### src/rtl/line_burst_adapter_pkg.sv
// Shared definitions for the line-to-burst adapter: FSM states and line geometry.
package line_burst_adapter_pkg;

  // Cache line width in bits and the byte-offset width of a line address.
  localparam int LINE_W   = 256;
  localparam int OFFSET_W = 5;

  // Adapter control states.
  typedef enum logic [1:0] {
    IDLE  = 2'd0,
    READ  = 2'd1,
    WRITE = 2'd2,
    DONE  = 2'd3
  } state_e;

endpackage : line_burst_adapter_pkg

### src/rtl/line_burst_adapter.sv
// Converts single 256-bit line read/write requests into BEATS-long bursts of
// BEAT_W-bit beats. Read beats are assembled into line_rdata lowest beat first;
// write beats are served from a copy of line_wdata taken when the request starts.
module line_burst_adapter
  import line_burst_adapter_pkg::*;
#(
  parameter int BEAT_W = 64,
  parameter int BEATS  = 4
) (
  input  logic              clk,
  input  logic              rst_n,
  input  logic              line_read,
  input  logic              line_write,
  input  logic [31:0]       line_address,
  input  logic [LINE_W-1:0] line_wdata,
  output logic              line_resp,
  output logic [LINE_W-1:0] line_rdata,
  output logic [31:0]       burst_address,
  output logic              burst_read,
  output logic              burst_write,
  output logic [BEAT_W-1:0] burst_wdata,
  input  logic [BEAT_W-1:0] burst_rdata,
  input  logic              burst_resp
);

  // BEAT_W * BEATS is expected to equal LINE_W; the counter needs at least one bit.
  localparam int              CNT_W     = (BEATS > 1) ? $clog2(BEATS) : 1;
  localparam logic [CNT_W-1:0] LAST_BEAT = CNT_W'(BEATS - 1);
  // Clears the byte offset so the burst always starts on a line boundary.
  localparam logic [31:0]     ADDR_MASK = ~32'((1 << OFFSET_W) - 1);

  state_e              state_q, state_d;
  logic [CNT_W-1:0]    cnt_q, cnt_d;
  logic [31:0]         addr_q, addr_d;
  logic [LINE_W-1:0]   wdata_q, wdata_d;
  logic [LINE_W-1:0]   rdata_q, rdata_d;
  logic                burst_read_q, burst_read_d;
  logic                burst_write_q, burst_write_d;

  // Next-state, request capture, beat counting and read-line assembly.
  always_comb begin
    state_d  = state_q;
    cnt_d    = cnt_q;
    addr_d   = addr_q;
    wdata_d  = wdata_q;
    rdata_d  = rdata_q;
    case (state_q)
      IDLE: begin
        // Write wins when both requests are present.
        if (line_write || line_read) begin
          state_d = line_write ? WRITE : READ;
          addr_d  = line_address & ADDR_MASK;
          wdata_d = line_wdata;
          cnt_d   = '0;
        end
      end
      READ: begin
        if (burst_resp) begin
          rdata_d[cnt_q*BEAT_W +: BEAT_W] = burst_rdata;
          cnt_d = cnt_q + 1'b1;
          if (cnt_q == LAST_BEAT) state_d = DONE;
        end
      end
      WRITE: begin
        if (burst_resp) begin
          cnt_d = cnt_q + 1'b1;
          if (cnt_q == LAST_BEAT) state_d = DONE;
        end
      end
      DONE:    state_d = IDLE;
      default: state_d = IDLE;
    endcase
    // Burst strobes are flopped copies of the upcoming state, so they rise the
    // cycle after the request is taken and fall right after the last beat.
    burst_read_d  = (state_d == READ);
    burst_write_d = (state_d == WRITE);
  end

  // State and datapath registers with asynchronous active-low reset.
  always_ff @(posedge clk or negedge rst_n) begin
    if (!rst_n) begin
      state_q       <= IDLE;
      cnt_q         <= '0;
      addr_q        <= '0;
      wdata_q       <= '0;
      rdata_q       <= '0;
      burst_read_q  <= 1'b0;
      burst_write_q <= 1'b0;
    end else begin
      state_q       <= state_d;
      cnt_q         <= cnt_d;
      addr_q        <= addr_d;
      wdata_q       <= wdata_d;
      rdata_q       <= rdata_d;
      burst_read_q  <= burst_read_d;
      burst_write_q <= burst_write_d;
    end
  end

  assign line_resp     = (state_q == DONE);
  assign line_rdata    = rdata_q;
  assign burst_address = addr_q;
  assign burst_read    = burst_read_q;
  assign burst_write   = burst_write_q;
  assign burst_wdata   = wdata_q[cnt_q*BEAT_W +: BEAT_W];

endmodule : line_burst_adapter

### config.mk
export PLATFORM = sky130hd
export DESIGN_NAME = line_burst_adapter
export DESIGN_NICKNAME = d
export VERILOG_FILES = /design/src/rtl/line_burst_adapter_pkg.sv /design/src/rtl/line_burst_adapter.sv
export SDC_FILE = /design/constraint.sdc
export NUM_CORES = 1
export LEC_CHECK = 0
export CAP_MARGIN = 20
export CORE_AREA = 4 4 278 280
export CTS_CLUSTER_DIAMETER = 50
export DETAILED_ROUTE_END_ITERATION = 7
export DIE_AREA = 0 0 282 284
export SLEW_MARGIN = 10
export SYNTH_ARGS = -nofsm -noshare
export SYNTH_HDL_FRONTEND = slang
export SYNTH_SLANG_ARGS = --single-unit
### constraint.sdc
create_clock -name clk -period 4.24 [get_ports clk]
set_input_delay 0.848 -clock clk [delete_from_list [all_inputs] [get_ports clk]]
set_output_delay 0.848 -clock clk [all_outputs]
set_load 0.01 [all_outputs]
==> Yosys cells after proc, flatten, opt, wreduce, memory -nomap -nowiden <==
Cells that the tools add are included.
{ "classes": {"n_eq_ne": 8, "n_div": 0, "order_cmp": 0, "addsub": 2, "mul": 0, "bitwise_logic": 0, "shifts": 3, "reduce_logical": 7, "muxes": 9} }
{ "op_table": {"columns": ["cell", "count"], "rows": [
  ["256-bit bitwise mux", 1],
  ["64-bit by 34-bit variable shift with 256-bit output, first input constant", 1],
  ["256-bit by 9-bit variable part select with 64-bit output", 1],
  ["64-bit by 34-bit variable part select with 256-bit output", 1],
  ["8-bit negator with 34-bit output", 1],
  ["2-bit two-way mux", 6],
  ["2-bit equality test, second input constant", 4],
  ["2-bit case mux with 3 select lines", 1],
  ["2-bit by 1-bit equality test with 1-bit output, second input constant", 2],
  ["2-bit case mux with 2 select lines", 1],
  ["2-bit AND reduction", 2],
  ["3-bit AND reduction", 1],
  ["2-bit by 1-bit adder with 2-bit output, second input constant", 1],
  ["2-bit logical NOT", 1],
  ["2-bit by 1-bit != test with 1-bit output, second input constant", 1],
  ["2-bit != test, second input constant", 1],
  ["2-bit nonzero test", 1],
  ["2-bit OR reduction", 1],
  ["1-bit logical OR", 1]
]} }
{ "totals": {"mem_bits_rw": 0, "n_memories": 0, "register_bits": 545, "rom_bits": 0, "latchBits": 0} }

==> Longest topological paths before layout <==
{ "logic_depth": {"depth_word": 5, "mapped_depth": 9, "mapped_depth_nobuf": 5} }

==> Worst setup path before layout <==
No wires, ideal clock.
{ "synth_timing": {"kind": "reg2reg", "from": "reg cnt_q[1]", "to": "reg rdata_q[193] (netlist: line_rdata[193])", "required_ns": 4.157, "t_arrival_ns": 2.418, "path_stages_with_launch": 9, "setup_slack_ns": 1.740, "cell_sequence": "dfrtp_1 > clkbuf_1 > clkbuf_1 > inv_1 > ha_1 > nor4b_2 > clkbuf_1 > nand2_1 > o21ai_0"} }
{ "synth_between": {"elab_chain_cells": 3} }
{ "synth_rtl": {"columns": ["element", "line", "text"], "rows": [
  ["start: declaration", "line_burst_adapter.sv:33", "logic [CNT_W-1:0] cnt_q, cnt_d;"],
  ["start signal: assignment", "line_burst_adapter.sv:91", "cnt_q <= cnt_d;"],
  ["8-bit negator with 34-bit output (*)", "line_burst_adapter.sv:59", "rdata_d[cnt_q*BEAT_W +: BEAT_W] = burst_rdata;"],
  ["64-bit by 34-bit variable part select with 256-bit output / 64-bit by 34-bit variable shift with 256-bit output (equally long branches)", "line_burst_adapter.sv:59", null],
  ["256-bit bitwise mux (*)", "line_burst_adapter.sv:59", null],
  ["end signal: assignment", "line_burst_adapter.sv:94", "rdata_q <= rdata_d;"],
  ["end: declaration", "line_burst_adapter.sv:36", "logic [LINE_W-1:0] rdata_q, rdata_d;"]
]} }
Mark *: on every way between the ends. The rest lies on a longest branch, timed or not.
A chain may end at the register's enable or synchronous reset.

==> Worst setup path in the final report <==
{ "layout_timing": {"from": "reg cnt_q[0]", "to": "out burst_wdata[49]"} }
{ "layout_between": {"elab_chain_cells": 1} }
{ "layout_rtl": {"columns": ["element", "line", "text"], "rows": [
  ["256-bit by 9-bit variable part select with 64-bit output", "line_burst_adapter.sv:105", "assign burst_wdata = wdata_q[cnt_q*BEAT_W +: BEAT_W];"],
  ["end: declaration", "line_burst_adapter.sv:21", "output logic [BEAT_W-1:0] burst_wdata,"]
]} }
Every way passes these cells.

==> flow_metrics.tcl <==
set metrics [dict create \
    status "finished, final reports clean" \
    grt_max_degree 104 \
    start_kind "register" \
    area_delta_synth_final_pct 50.4 \
    io_buffers 701 \
    cts_root_buf "clkbuf_16" \
    fp.dieW_microns 282 \
    finalCritPeriodShare_pct 90.0 \
    fin_setup_tns_ns 0 \
    drtPass1Iterations 5 \
    ys_warn_count 0 \
    drt-met1-wl_mm 29.2 \
    grt_pass1_vias 16911 \
    met2_length_mm 39.1 \
    cp.required_ns 3.39 \
    clockBufferDepth 3 \
    yosys.area_share.simple_pct 4.07 \
    netlist_instances 1510 \
    fmax_mhz 262 \
    clk-insertion-delay-late_ns 0.59 \
    hold_viol_final 0 \
    drv_slew 0 \
    ys_seq_area_share_pct 62.7 \
    fill_cells 6783 \
    synthArstFlopShare_pct 100 \
    setup_ws_ns 0.424 \
    syn_area_per_cell_sq_um 14.4 \
    synthMuxAreaShare_pct 21.4 \
    ant_nets 0 \
    start_util_pct 29.2 \
    ios 712 \
    placedCellCount 3116 \
    hold_path_class "in -> async" \
    wl_met3_mm 4.87 \
    worstMarginPinSlew_ns 0.985 \
    wl_mm 76.3 \
    grt-ovfl-total 0 \
    top_layer "met5" \
    first_iter_violations 851 \
    regArea_sq_um 13600 \
    slew-limit-headroom_pct 34.3 \
    cts_resized 0 \
    fp.coreArea_sq_um 74400 \
    drive_gt1_share_pct 23.4 \
    synthFlopType "dfrtp_1" \
    cts_tree "yes" \
    setup_viol 0 \
    cts_hold_buffers 0 \
    synth-edff-count 0 \
    die_h_microns 284 \
    path_clk_slew_ns 0.06 \
    antenna_found_initial 16 \
    end_kind "output pin" \
    cap_violations 0 \
    yosysTopAreaCell "dfrtp_1" \
    post_cts_buffers 0 \
    finalCriticalPeriod_ns 3.82 \
    netlist_area_sq_um 21800 \
    hpwl_mm 56.0 \
    path_max_fanout 35 \
    pre_cts_ws_ns 0.963 \
    synth_top_area_share_pct 62.7 \
    yosys.area_share.adder_pct 0.575 \
    rsz0062_at_grt "false" \
    yosys-top-cells-count "dfrtp_1 (545), mux2_2 (283), nand2_1 (203)" \
    yosysMostFrequentCell "dfrtp_1" \
    p_leak_uw 0.0135 \
    drt-wirelength-per-cell_microns 23.4 \
    drc_errors 0 \
    clock_sinks 545 \
    dieArea_sq_um 80100 \
    crit_type "reg -> out" \
    htreeDepth 3 \
    grt_pass1_wl_mm 112 \
    cts_buffers 73 \
    synth.area.top_cells "dfrtp_1 (63%), mux2_2 (15%), mux4_2 (6.6%), a22o_1 (6.3%), nand2_1 (3.5%)" \
    synth_compound_area_share_pct 8.77 \
    ys_ff_latch 545 \
    gp_congestion 0.850 \
    final_nets 2589 \
    grt_use_total_pct 18.5 \
    synth.distinct_cells 28 \
    stdcell_count 3263 \
    synth_top_family_by_area "multiplexers" \
    rows 100 \
    multiInputGateArea_sq_um 7670 \
    critPathArrivalTime_ns 2.97 \
    via_per_inst 4.83 \
    fin_skew_ns 0.0220 \
    yosys.area_share.xor_xnor_pct 0 \
    vias 15744 \
    power.density_nw_per_um2 678 \
    peakVddDrop_mv 0.362 \
]
logic make-up (layout without fill, tap and decap cells):
family / Yosys count / count (layout)
buffers and inverters: 122 / 889
and+or+nand+nor: 220 / 220
adders and majority gates: 10 / 10
DFF: 545 / 545
muxes: 349 / 349
AOI/OAI and AO/OA: 263 / 263
other: 1 / 18
cell type report:
class / instances / area share, %
Sequential cell: 545 / 41.7
Multi-Input combinational cell: 847 / 23.4
Timing Repair Buffer: 748 / 23.2
Clock buffer: 94 / 6.29
Tap cell: 969 / 3.70
Clock inverter: 40 / 1.56
Antenna cell: 13 / 0.0994
Inverter: 7 / 0.0802
layout by cell type, fill, tap and decap left out, types with 3 or more instances in the layout:
master,instances
clkdlybuf4s50_1,700
mux2_2,283
diode_2,13
nand2_1,203
o21ai_0,88
ha_1,10
a21oi_1,3
clkinv_2,9
clkbuf_8,9
conb_1,5
clkbuf_1,9
mux4_2,64
inv_6,6
buf_12,17
nor2_1,3
bufinv_16,7
o21ai_1,13
buf_4,30
a22o_1,156
dfrtp_1,543
clkbuf_16,76
inv_1,7
clkinv_8,5
clkinvlp_4,8
registers in the layout (all words and copies together) (netlist names):
name,cells
cnt_q,2
burst_read,1
wdata_q,256
state_q,2
line_rdata,256
burst_write,1
burst_address,27
final timing paths:
path,cells after the start,start,slack [ns],endpoint
max in group asynchronous,2,rst_n,2.91,cnt_q[1]
setup reg to reg,6,cnt_q[0],1.03,line_rdata[141]
min in group clk,2,line_rdata[88],0.47,line_rdata[88]
setup / recovery,3,cnt_q[0],0.42,burst_wdata[49]
hold / removal,1,rst_n,0.33,line_rdata[63]
hold reg to reg,2,line_rdata[88],0.47,line_rdata[88]
worst max-delay path: stages, from the launching register on:
cell             delay (ns)
dfrtp_4                0.89
buf_12                 0.28
mux4_2                 0.58
clkdlybuf4s50_1        0.51
stage by stage:
step	instance area (sq um)	util (%)	power [uW]	hold WS, ns
3_5_place_dp	30100	40.5	16000	0.469
5_1_grt	32700	44.0	23300	0.346
4_1_cts	32700	43.9	22500	0.352
2_1_floorplan	21800	-	12000	0.474
3_3_place_gp	30100	40.5	15700	0.466
6_report	32700	44.0	22200	0.328
report_power, final:
| part | total, uW | internal (uW) | switching, uW | leakage (uW) |
|---|---|---|---|---|
| Clock | 6380 | 3930 | 2460 | 0.00124 |
| Combinational | 7820 | 4740 | 3080 | 0.00538 |
| Sequential | 8010 | 6930 | 1070 | 0.00692 |
| Total | 22200 | 15600 | 6610 | 0.0135 |
layer usage:
layer	vias to the layer above	track usage (%)
met5	-	0
met4	4	7.66
met3	153	4.24
met2	575	32.1
met1	8100	22.1
li1	6912	-
No activity file was read; power rests on OpenSTA's default activity.
